File: src/rtl/mshr_bus_sched.sv
// Issues dcache MSHR misses one at a time onto the L2 request bus (round-robin) and routes refills back per id.
// Optional macro MSHR_BUS_SCHED_PERF_EN adds saturating issue/stall performance counters.
module mshr_bus_sched #(
    parameter int MSHR_NUM        = 4,
    parameter int MSHR_NUM_LOG    = 2,
    parameter int PADDR_W         = 48,
    parameter int MAX_OUTSTANDING = 2
) (
    input  logic                          clock,
    input  logic                          reset,
    input  logic [MSHR_NUM-1:0]           req_valid_vec,
    input  logic [MSHR_NUM*PADDR_W-1:0]   req_paddr_flat,
    output logic [MSHR_NUM-1:0]           req_grant_vec,
    output logic                          bus_valid,
    input  logic                          bus_ready,
    output logic [PADDR_W-1:0]            bus_paddr,
    output logic [MSHR_NUM_LOG-1:0]       bus_mshrid,
    input  logic                          bus_done,
    input  logic [MSHR_NUM_LOG-1:0]       bus_done_mshrid,
    input  logic [511:0]                  bus_read_data,
    output logic [MSHR_NUM-1:0]           resp_valid_vec,
    output logic [511:0]                  resp_data,
    output logic [MSHR_NUM-1:0]           inflight_vec,
    output logic [MSHR_NUM_LOG:0]         outstanding_cnt,
    output logic                          spurious_done
`ifdef MSHR_BUS_SCHED_PERF_EN
    ,
    output logic [31:0]                   perf_issue_cnt,
    output logic [31:0]                   perf_stall_cnt
`endif
);

    typedef enum logic {S_IDLE, S_HOLD} state_t;

    state_t                    r_state, w_state_nxt;
    logic [PADDR_W-1:0]        r_bus_paddr;
    logic [MSHR_NUM_LOG-1:0]   r_bus_mshrid;
    logic [MSHR_NUM-1:0]       r_inflight;
    logic [MSHR_NUM_LOG:0]     r_cnt;
    logic [MSHR_NUM_LOG-1:0]   r_rr;
    logic [MSHR_NUM-1:0]       r_resp_valid;
    logic [511:0]              r_resp_data;
    logic                      r_spurious;

    logic [MSHR_NUM-1:0]       w_held_oh, w_elig, w_fire_oh, w_done_oh;
    logic                      w_hold, w_fire, w_load, w_done_ok, w_found;
    logic [MSHR_NUM_LOG:0]     w_occupied;
    logic [MSHR_NUM_LOG-1:0]   w_pick;
    logic [PADDR_W-1:0]        w_sel_paddr;

    assign w_hold     = (r_state == S_HOLD);
    assign w_held_oh  = w_hold ? (MSHR_NUM'(1) << r_bus_mshrid) : '0;
    assign w_elig     = req_valid_vec & ~r_inflight & ~w_held_oh;
    assign w_fire     = w_hold & bus_ready;
    assign w_fire_oh  = w_fire ? w_held_oh : '0;
    // The held request already owns a slot, so it counts against the cap.
    assign w_occupied = r_cnt + (MSHR_NUM_LOG+1)'(w_hold);
    assign w_load     = (|w_elig) && (w_occupied < (MSHR_NUM_LOG+1)'(MAX_OUTSTANDING))
                        && (!w_hold || w_fire);
    assign w_done_ok  = bus_done & r_inflight[bus_done_mshrid];
    assign w_done_oh  = w_done_ok ? (MSHR_NUM'(1) << bus_done_mshrid) : '0;

    always_comb begin
        w_pick      = '0;
        w_found     = 1'b0;
        w_sel_paddr = '0;
        for (int k = 0; k < MSHR_NUM; k++) begin
            if (!w_found && w_elig[r_rr + MSHR_NUM_LOG'(k)]) begin
                w_pick  = r_rr + MSHR_NUM_LOG'(k);
                w_found = 1'b1;
            end
        end
        for (int k = 0; k < MSHR_NUM; k++) begin
            if (w_pick == MSHR_NUM_LOG'(k))
                w_sel_paddr = req_paddr_flat[k*PADDR_W +: PADDR_W];
        end
    end

    always_comb begin
        w_state_nxt   = r_state;
        req_grant_vec = '0;
        if (w_load && !reset)
            req_grant_vec = MSHR_NUM'(1) << w_pick;
        case (r_state)
            S_IDLE:  if (w_load) w_state_nxt = S_HOLD;
            S_HOLD:  if (w_fire && !w_load) w_state_nxt = S_IDLE;
            default: w_state_nxt = S_IDLE;
        endcase
    end

    always_ff @(posedge clock) begin
        if (reset) begin
            r_state      <= S_IDLE;
            r_bus_paddr  <= '0;
            r_bus_mshrid <= '0;
            r_inflight   <= '0;
            r_cnt        <= '0;
            r_rr         <= '0;
            r_resp_valid <= '0;
            r_resp_data  <= '0;
            r_spurious   <= 1'b0;
        end else begin
            r_state <= w_state_nxt;
            if (w_load) begin
                r_bus_paddr  <= {w_sel_paddr[PADDR_W-1:6], 6'b0};
                r_bus_mshrid <= w_pick;
            end
            r_inflight <= (r_inflight | w_fire_oh) & ~w_done_oh;
            r_cnt      <= r_cnt + (MSHR_NUM_LOG+1)'(w_fire) - (MSHR_NUM_LOG+1)'(w_done_ok);
            if (w_fire)
                r_rr <= r_bus_mshrid + MSHR_NUM_LOG'(1);
            r_resp_valid <= w_done_oh;
            if (w_done_ok)
                r_resp_data <= bus_read_data;
            if (bus_done && !r_inflight[bus_done_mshrid])
                r_spurious <= 1'b1;
        end
    end

    assign bus_valid       = w_hold;
    assign bus_paddr       = r_bus_paddr;
    assign bus_mshrid      = r_bus_mshrid;
    assign resp_valid_vec  = r_resp_valid;
    assign resp_data       = r_resp_data;
    assign inflight_vec    = r_inflight;
    assign outstanding_cnt = r_cnt;
    assign spurious_done   = r_spurious;

`ifdef MSHR_BUS_SCHED_PERF_EN
    logic [31:0] r_perf_issue, r_perf_stall;

    always_ff @(posedge clock) begin
        if (reset) begin
            r_perf_issue <= '0;
            r_perf_stall <= '0;
        end else begin
            if (w_fire && (r_perf_issue != '1))
                r_perf_issue <= r_perf_issue + 32'd1;
            if (w_hold && !bus_ready && (r_perf_stall != '1))
                r_perf_stall <= r_perf_stall + 32'd1;
        end
    end

    assign perf_issue_cnt = r_perf_issue;
    assign perf_stall_cnt = r_perf_stall;
`endif

endmodule
File: config.mk
export PLATFORM = sky130hd
export DESIGN_NAME = mshr_bus_sched
export DESIGN_NICKNAME = d
export VERILOG_FILES = /design/src/rtl/mshr_bus_sched.sv
export SDC_FILE = /design/constraint.sdc
export NUM_CORES = 1
export LEC_CHECK = 0
export BUFFER_PORTS_ARGS = -buffer_cell sky130_fd_sc_hd__buf_2
export CORE_AREA = 2 2 498 500
export CTS_CLUSTER_DIAMETER = 30
export DETAILED_ROUTE_END_ITERATION = 8
export DIE_AREA = 0 0 500 502
export PLACE_DENSITY_LB_ADDON = 0.12
export SLEW_MARGIN = 20
export SYNTH_ARGS = -nofsm -noshare
export SYNTH_HDL_FRONTEND = slang
export SYNTH_SLANG_ARGS = --single-unit
File: constraint.sdc
create_clock -name clock -period 3.8 [get_ports clock]
set_input_delay 0 -clock clock [delete_from_list [all_inputs] [get_ports clock]]
set_output_delay 0 -clock clock [all_outputs]
set_load 0.05 [all_outputs]
==> results of run 1 <==
## cells in the mapped netlist, types with 6 or more instances
| cell type | count |
|---|---|
| buf_1 | 8 |
| a22oi_1 | 14 |
| a21boi_0 | 27 |
| dfxtp_1 | 571 |
| nor2_1 | 26 |
| ha_1 | 7 |
| nand3_1 | 15 |
| buf_4 | 10 |
| buf_2 | 74 |
| clkbuf_1 | 124 |
| a21o_1 | 14 |
| inv_1 | 13 |
| o21ai_0 | 9 |
| a21oi_1 | 519 |
| nor2b_1 | 6 |
| nand2_1 | 1063 |
| o221ai_1 | 26 |
| a211oi_1 | 27 |
| o21ai_1 | 30 |
| a311oi_1 | 22 |
## per-stage QoR
stage / cells / power (mW) / setup WS, ns / hold WS [ns]
3_5_place_dp: 6969 / 11.0 / 0.665 / 0.245
2_1_floorplan: 2671 / 9.38 / 0.217 / 0.0770
6_report: 8804 / 30.6 / 0.277 / 0.0809
5_1_grt: 8799 / 31.9 / 0.0506 / 0.0377
4_1_cts: 8777 / 31.1 / 0.0373 / 0.00160
3_3_place_gp: 6969 / 11.0 / 0.603 / 0.240
## power breakdown
group	leakage (nW)	switching [mW]	internal (mW)
clock	3.90	5.42	12.8
sequential	4.62	0.228	6.41
combinational	14.0	3.43	2.24
total	22.5	9.08	21.5
## path summary, 6_finish.rpt
path | from | endpoint | slack (ns) | cells after the start
min | bus_read_data[7] | resp_data[7] | 0.08 | 4
max | bus_mshrid[1] | bus_paddr[44] | 0.28 | 8
min reg2reg | bus_paddr[16] | bus_paddr[16] | 0.44 | 2
max reg2reg | bus_mshrid[1] | bus_paddr[44] | 0.28 | 8
## area by class of cell
cell class | instances | area [sq um] | area share
timing repair buffer | 2676 | 20600 | 0.390
sequential | 571 | 11400 | 0.217
multi-input combinational | 1865 | 8670 | 0.165
clock buffer | 367 | 7170 | 0.136
tap | 3220 | 4030 | 0.0764
clock inverter | 64 | 721 | 0.0137
antenna | 27 | 67.6 | 0.00128
inverter | 14 | 60.1 | 0.00114
## per-layer routing
metal,wire [um],track usage
met1,68400,0.147
met2,74600,0.202
met3,16400,0.0565
met4,4710,0.0442
met5,84,0
## registers in the layout, summed over array words and instances (netlist names)
name and flops:
resp_data 512, bus_paddr 42, inflight_vec 4, resp_valid_vec 4, outstanding_cnt 3, bus_mshrid 2
r_rr 2, bus_valid 1, spurious_done 1
## cell families (layout without fill, tap and decap cells)
family                     count (synthesis)  in the layout  share of synthesized area
and+or+nand+nor                         1137           1137                      0.208
AOI/OAI and AO/OA                        708            708                      0.191
DFF                                      571            571                      0.542
buffers and inverters                    235           3121                     0.0498
adders and majority gates                  8              8                    0.00511
xor gates and xnor gates                   3              3                    0.00125
muxes                                      3              3                    0.00202
other                                      1             33                   0.000178
## critical path: stages, from the launching register on
cell,delay (ns)
dfxtp_1,0.43
ha_1,0.31
nand2_1,0.13
a22oi_1,0.55
o221a_4,0.52
a22oi_1,0.13
dlygate4sd3_1,0.59
a311oi_1,0.26
dlygate4sd3_1,0.58
## layout by cell type (no fill, tap or decap), types with 3 or more instances in the layout
| master | netlist | layout |
|---|---|---|
| clkbuf_16 | 0 | 236 |
| a21boi_0 | 27 | 27 |
| buf_12 | 0 | 14 |
| a41oi_1 | 4 | 4 |
| clkbuf_8 | 0 | 77 |
| o21ai_0 | 9 | 9 |
| ha_1 | 7 | 7 |
| buf_4 | 10 | 24 |
| a21o_1 | 14 | 14 |
| conb_1 | 1 | 6 |
| clkbuf_1 | 124 | 54 |
| o21ai_1 | 30 | 30 |
| clkinv_2 | 0 | 48 |
| dfxtp_1 | 571 | 571 |
| nand3_1 | 15 | 15 |
| nor2_1 | 26 | 25 |
| clkinv_16 | 0 | 14 |
| buf_2 | 74 | 1261 |
| and2_1 | 3 | 3 |
| nand2b_1 | 4 | 4 |
| nor4_1 | 5 | 5 |
| a21oi_1 | 519 | 519 |
| inv_1 | 13 | 13 |
| dlygate4sd3_1 | 0 | 1376 |
| o31ai_1 | 4 | 4 |
| a22oi_1 | 14 | 14 |
| a211oi_1 | 27 | 27 |
| nand2_1 | 1063 | 1062 |
| o221ai_1 | 26 | 25 |
| diode_2 | 0 | 27 |
| and3_1 | 5 | 4 |
| nor2b_1 | 6 | 5 |
| a311oi_1 | 22 | 21 |
## timing repair
item | 4_1_cts | 5_1_grt
gates resized for setup | 0 | 3
pin swaps | 1 | 0
hold buffers | 1376 | 0
buffers inserted | 1 | 0
setup endpoints to repair | 1 | 13
endpoints found under the hold margin | 568 | 0
==> impl_metrics.tcl, run 1 <==
set metrics [dict create \
    ios 1293 \
    antenna_found_initial 61 \
    synth-main-ff-cell "dfxtp_1" \
    layout_min_cycle_time_ns 3.52 \
    totalWireLength_um 164000 \
    hold_violations 0 \
    clock-sinks 571 \
    wl_per_cell_um 18.6 \
    grt_overflow_total 0 \
    powerDensity_mw_per_mm2 580 \
    setup_viol 0 \
    drive_above_1_share 0.306 \
    cp.required_ns 4.56 \
    die_h_um 502 \
    worst_pin_slew_ns 1.35 \
    timing.final.crit_share 0.927 \
    ys_top_cells_by_area "dfxtp_1, nand2_1, a21oi_1" \
    fin_tns_setup_ns 0 \
    grt_use_total 0.126 \
    rsz0062_at_grt "no" \
    synth_top_area_share 0.542 \
    dieArea_sq_mm 0.251 \
    nets 6085 \
    grt_pass1_wl_um 229000 \
    slew_violations 0 \
    core_sq_mm 0.245 \
    cts_root_buffer "clkbuf_16" \
    initial_core_util 0.0859 \
    ys_seq_area_frac 0.542 \
    drc 0 \
    ir_drop_uv 455 \
    nFillCells 27664 \
    cap_violations 0 \
    synth-seq-cells 571 \
    clk_latency_ns 0.82 \
    finish.utilization 0.215 \
    skew_ns 0.0646 \
    grt_pass1_vias 31485 \
    min_path_type "input port to register" \
    synth_top_area_cell "dfxtp_1" \
    cts.htree.levels 4 \
    ant_nets 0 \
    p_leak_nw 22.5 \
    routed-via-count 29839 \
    drt_iter0_drc 1105 \
    synthCells 2666 \
    dpl_cell_area_sq_mm 0.0310 \
    cts_tree "yes" \
    critPathLaunchType "register" \
    grt_max_degree 165 \
    status "finished, final reports clean" \
    port_buffers 1262 \
    gp_congestion 0.792 \
    slew_headroom 0.103 \
    dr.pass1.iters 5 \
    cts_buffer_depth 3 \
    rows 182 \
    syn_area_per_cell_sq_um 7.90 \
    cp_max_fo 21 \
    fmax_mhz 284 \
    chipWidth_um 500 \
    syn2layout_area_growth_pct 150 \
    dpl.hpwl_um 121000 \
    async_flop_share 0 \
    cts-buffers-inserted 235 \
    yosysUniqueCellTypes 53 \
    clk_pin_slew_ns 0.04 \
    ys.warnings.count 0 \
    vias_per_cell 3.39 \
    final_area_sq_mm 0.0527 \
    endpoint_kind "register" \
    synth_edf_count 0 \
    critPathKind "register to register" \
    critPathArrivalTime_ns 4.28 \
    netlist_area_sq_mm 0.0211 \
]
Note: power is estimated with default switching activity, not from simulation.
==> inputs of run 2 (changes only) <==
- CTS_BUF_LIST: not set -> sky130_fd_sc_hd__clkbuf_16
==> run 2 against run 1 <==
Net effect:
- final cell count unchanged
- flip-flop and latch count stayed put
- first-iteration DRC count shrank 6.3%
- routed wire length decreased by 0.10%
- combinational power about the same
- critical path type unchanged
- critical endpoint unchanged
==> impl_metrics.tcl, run 2 (same netlist as run 1, synthesis figures left out) <==
set metrics [dict create \
    status "finished, final reports clean" \
    ios 1293 \
    endpoint "bus_paddr[44]" \
    cap_violations 0 \
    pre_cts_ws_ns 0.665 \
    grt_pass1_wl_um 229000 \
    grt-busiest-layer "met2" \
    p_leak_nw 22.3 \
    antenna_found_initial 63 \
    worst_pin_slew_ns 1.34 \
    cts.htree.levels 4 \
    min_path_type "input port to register" \
    slew_headroom 0.107 \
    drt_iter0_drc 1035 \
    ff2ff_path_depth 8 \
    largest_reg_flops 512 \
    chipWidth_um 500 \
    reg2reg_slack_ns 0.25 \
    rr_startpoint "bus_mshrid[1]" \
    powerDensity_mw_per_mm2 554 \
    startpoint "bus_mshrid[1]" \
    r2r-end "bus_paddr[44]" \
    final_area_sq_mm 0.0519 \
    timing.final.crit_share 0.933 \
    hold_violations 0 \
    rows 182 \
    cts_buffer_depth 3 \
    setup_viol 0 \
    grt_use_total 0.126 \
    grt_util_met2 0.202 \
    critPathKind "register to register" \
    grt_max_degree 165 \
    clk_latency_ns 0.82 \
    cts_tree "yes" \
    cts_root_buffer "clkbuf_16" \
    fmax_mhz 282 \
    cp.required_ns 4.56 \
    endpoint_kind "register" \
    skew_ns 0.0660 \
    clk_pin_slew_ns 0.04 \
    dr.pass1.iters 5 \
    dpl_cell_area_sq_mm 0.0310 \
    initial_core_util 0.0859 \
    cp_max_fo 21 \
    grtUsageMet1 0.147 \
    slew_violations 0 \
    port_buffers 1262 \
    met3_usage 0.0564 \
    cts-buffers-inserted 235 \
    fin_tns_setup_ns 0 \
    dieArea_sq_mm 0.251 \
    core_sq_mm 0.245 \
    die_h_um 502 \
    setup_slack_ns 0.253 \
    rsz0062_at_grt "no" \
    critPathLaunchType "register" \
    wl_per_cell_um 18.6 \
    vias_per_cell 3.39 \
    whs_ns 0.0805 \
    ir_drop_uv 454 \
    layout_min_cycle_time_ns 3.55 \
    routed-via-count 29865 \
    dpl.hpwl_um 121000 \
    grt_overflow_total 0 \
    syn2layout_area_growth_pct 146 \
    grt_pass1_vias 31492 \
    nets 6084 \
    clock-sinks 571 \
    drc 0 \
    critPathArrivalTime_ns 4.30 \
    final_cell_mix "dlygate4sd3_1, buf_2, nand2_1" \
    totalWireLength_um 164000 \
    gp_congestion 0.792 \
    final_common_cell "dlygate4sd3_1" \
    ant_nets 0 \
    drive_above_1_share 0.292 \
]
## run 2: cell types whose count changed in the layout (fill, tap and decap cells not counted), sizes merged
cell / previous run / this run
clkinv: 62 / 139
dlygate4sd3: 1376 / 1375
clkbuf: 367 / 236
diode: 27 / 28
inv: 14 / 68
## run 2: stage by stage
step | util | cells | total power [mW]
3_5_place_dp | 0.126 | 6969 | 11.0
4_1_cts | 0.211 | 8776 | 29.4
5_1_grt | 0.212 | 8798 | 30.1
3_3_place_gp | 0.126 | 6969 | 11.0
6_report | 0.212 | 8804 | 28.8
2_1_floorplan | - | 2671 | 9.38
## run 2: timing repair
action / 4_1_cts / 5_1_grt
gates resized for setup: 0 / 3
setup buffers: 1 / 0
endpoints found under the hold margin: 568 / 0
endpoints found under the setup margin: 1 / 16
hold buffers: 1375 / 0
pin swaps: 1 / 0
## run 2: worst max-delay path, cell delays in order (launching register included)
cell           delay [ns]
dfxtp_1              0.45
ha_1                 0.32
nand2_1              0.13
a22oi_1              0.54
o221a_4              0.52
a22oi_1              0.12
dlygate4sd3_1        0.59
a311oi_1             0.26
dlygate4sd3_1        0.58
## run 2: worst min-delay path by stage
stage,depth (start not counted),from,to,slack (ns)
floorplan,1,bus_done_mshrid[0],resp_valid_vec[0],0.08
global placement,3,bus_read_data[22],resp_data[22],0.24
detailed placement,3,bus_read_data[506],resp_data[506],0.24
CTS,4,bus_read_data[149],resp_data[149],0.0004
global route,4,bus_read_data[259],resp_data[259],0.04
finish,4,bus_read_data[206],resp_data[206],0.08
## run 2: power by group
part           total, mW  switching, mW  internal, mW
logic               5.67           3.43          2.24
clock network       16.5           5.35          11.1
registers           6.64          0.230          6.41
## run 2: cell type report
class | count | area, sq um
Inverter | 14 | 60.1
Multi-Input combinational cell | 1865 | 8670
Timing Repair Buffer | 2675 | 20500
Clock buffer | 236 | 5910
Clock inverter | 195 | 1210
Tap cell | 3220 | 4030
Sequential cell | 571 | 11400
Fill cell | 27741 | 193000
Antenna cell | 28 | 70.1
## run 2: metal layers
layer,routed length (um),share of wire
met1,68400,0.42
met2,74400,0.45
met3,16400,0.10
met4,4740,0.029
met5,98,0.00060
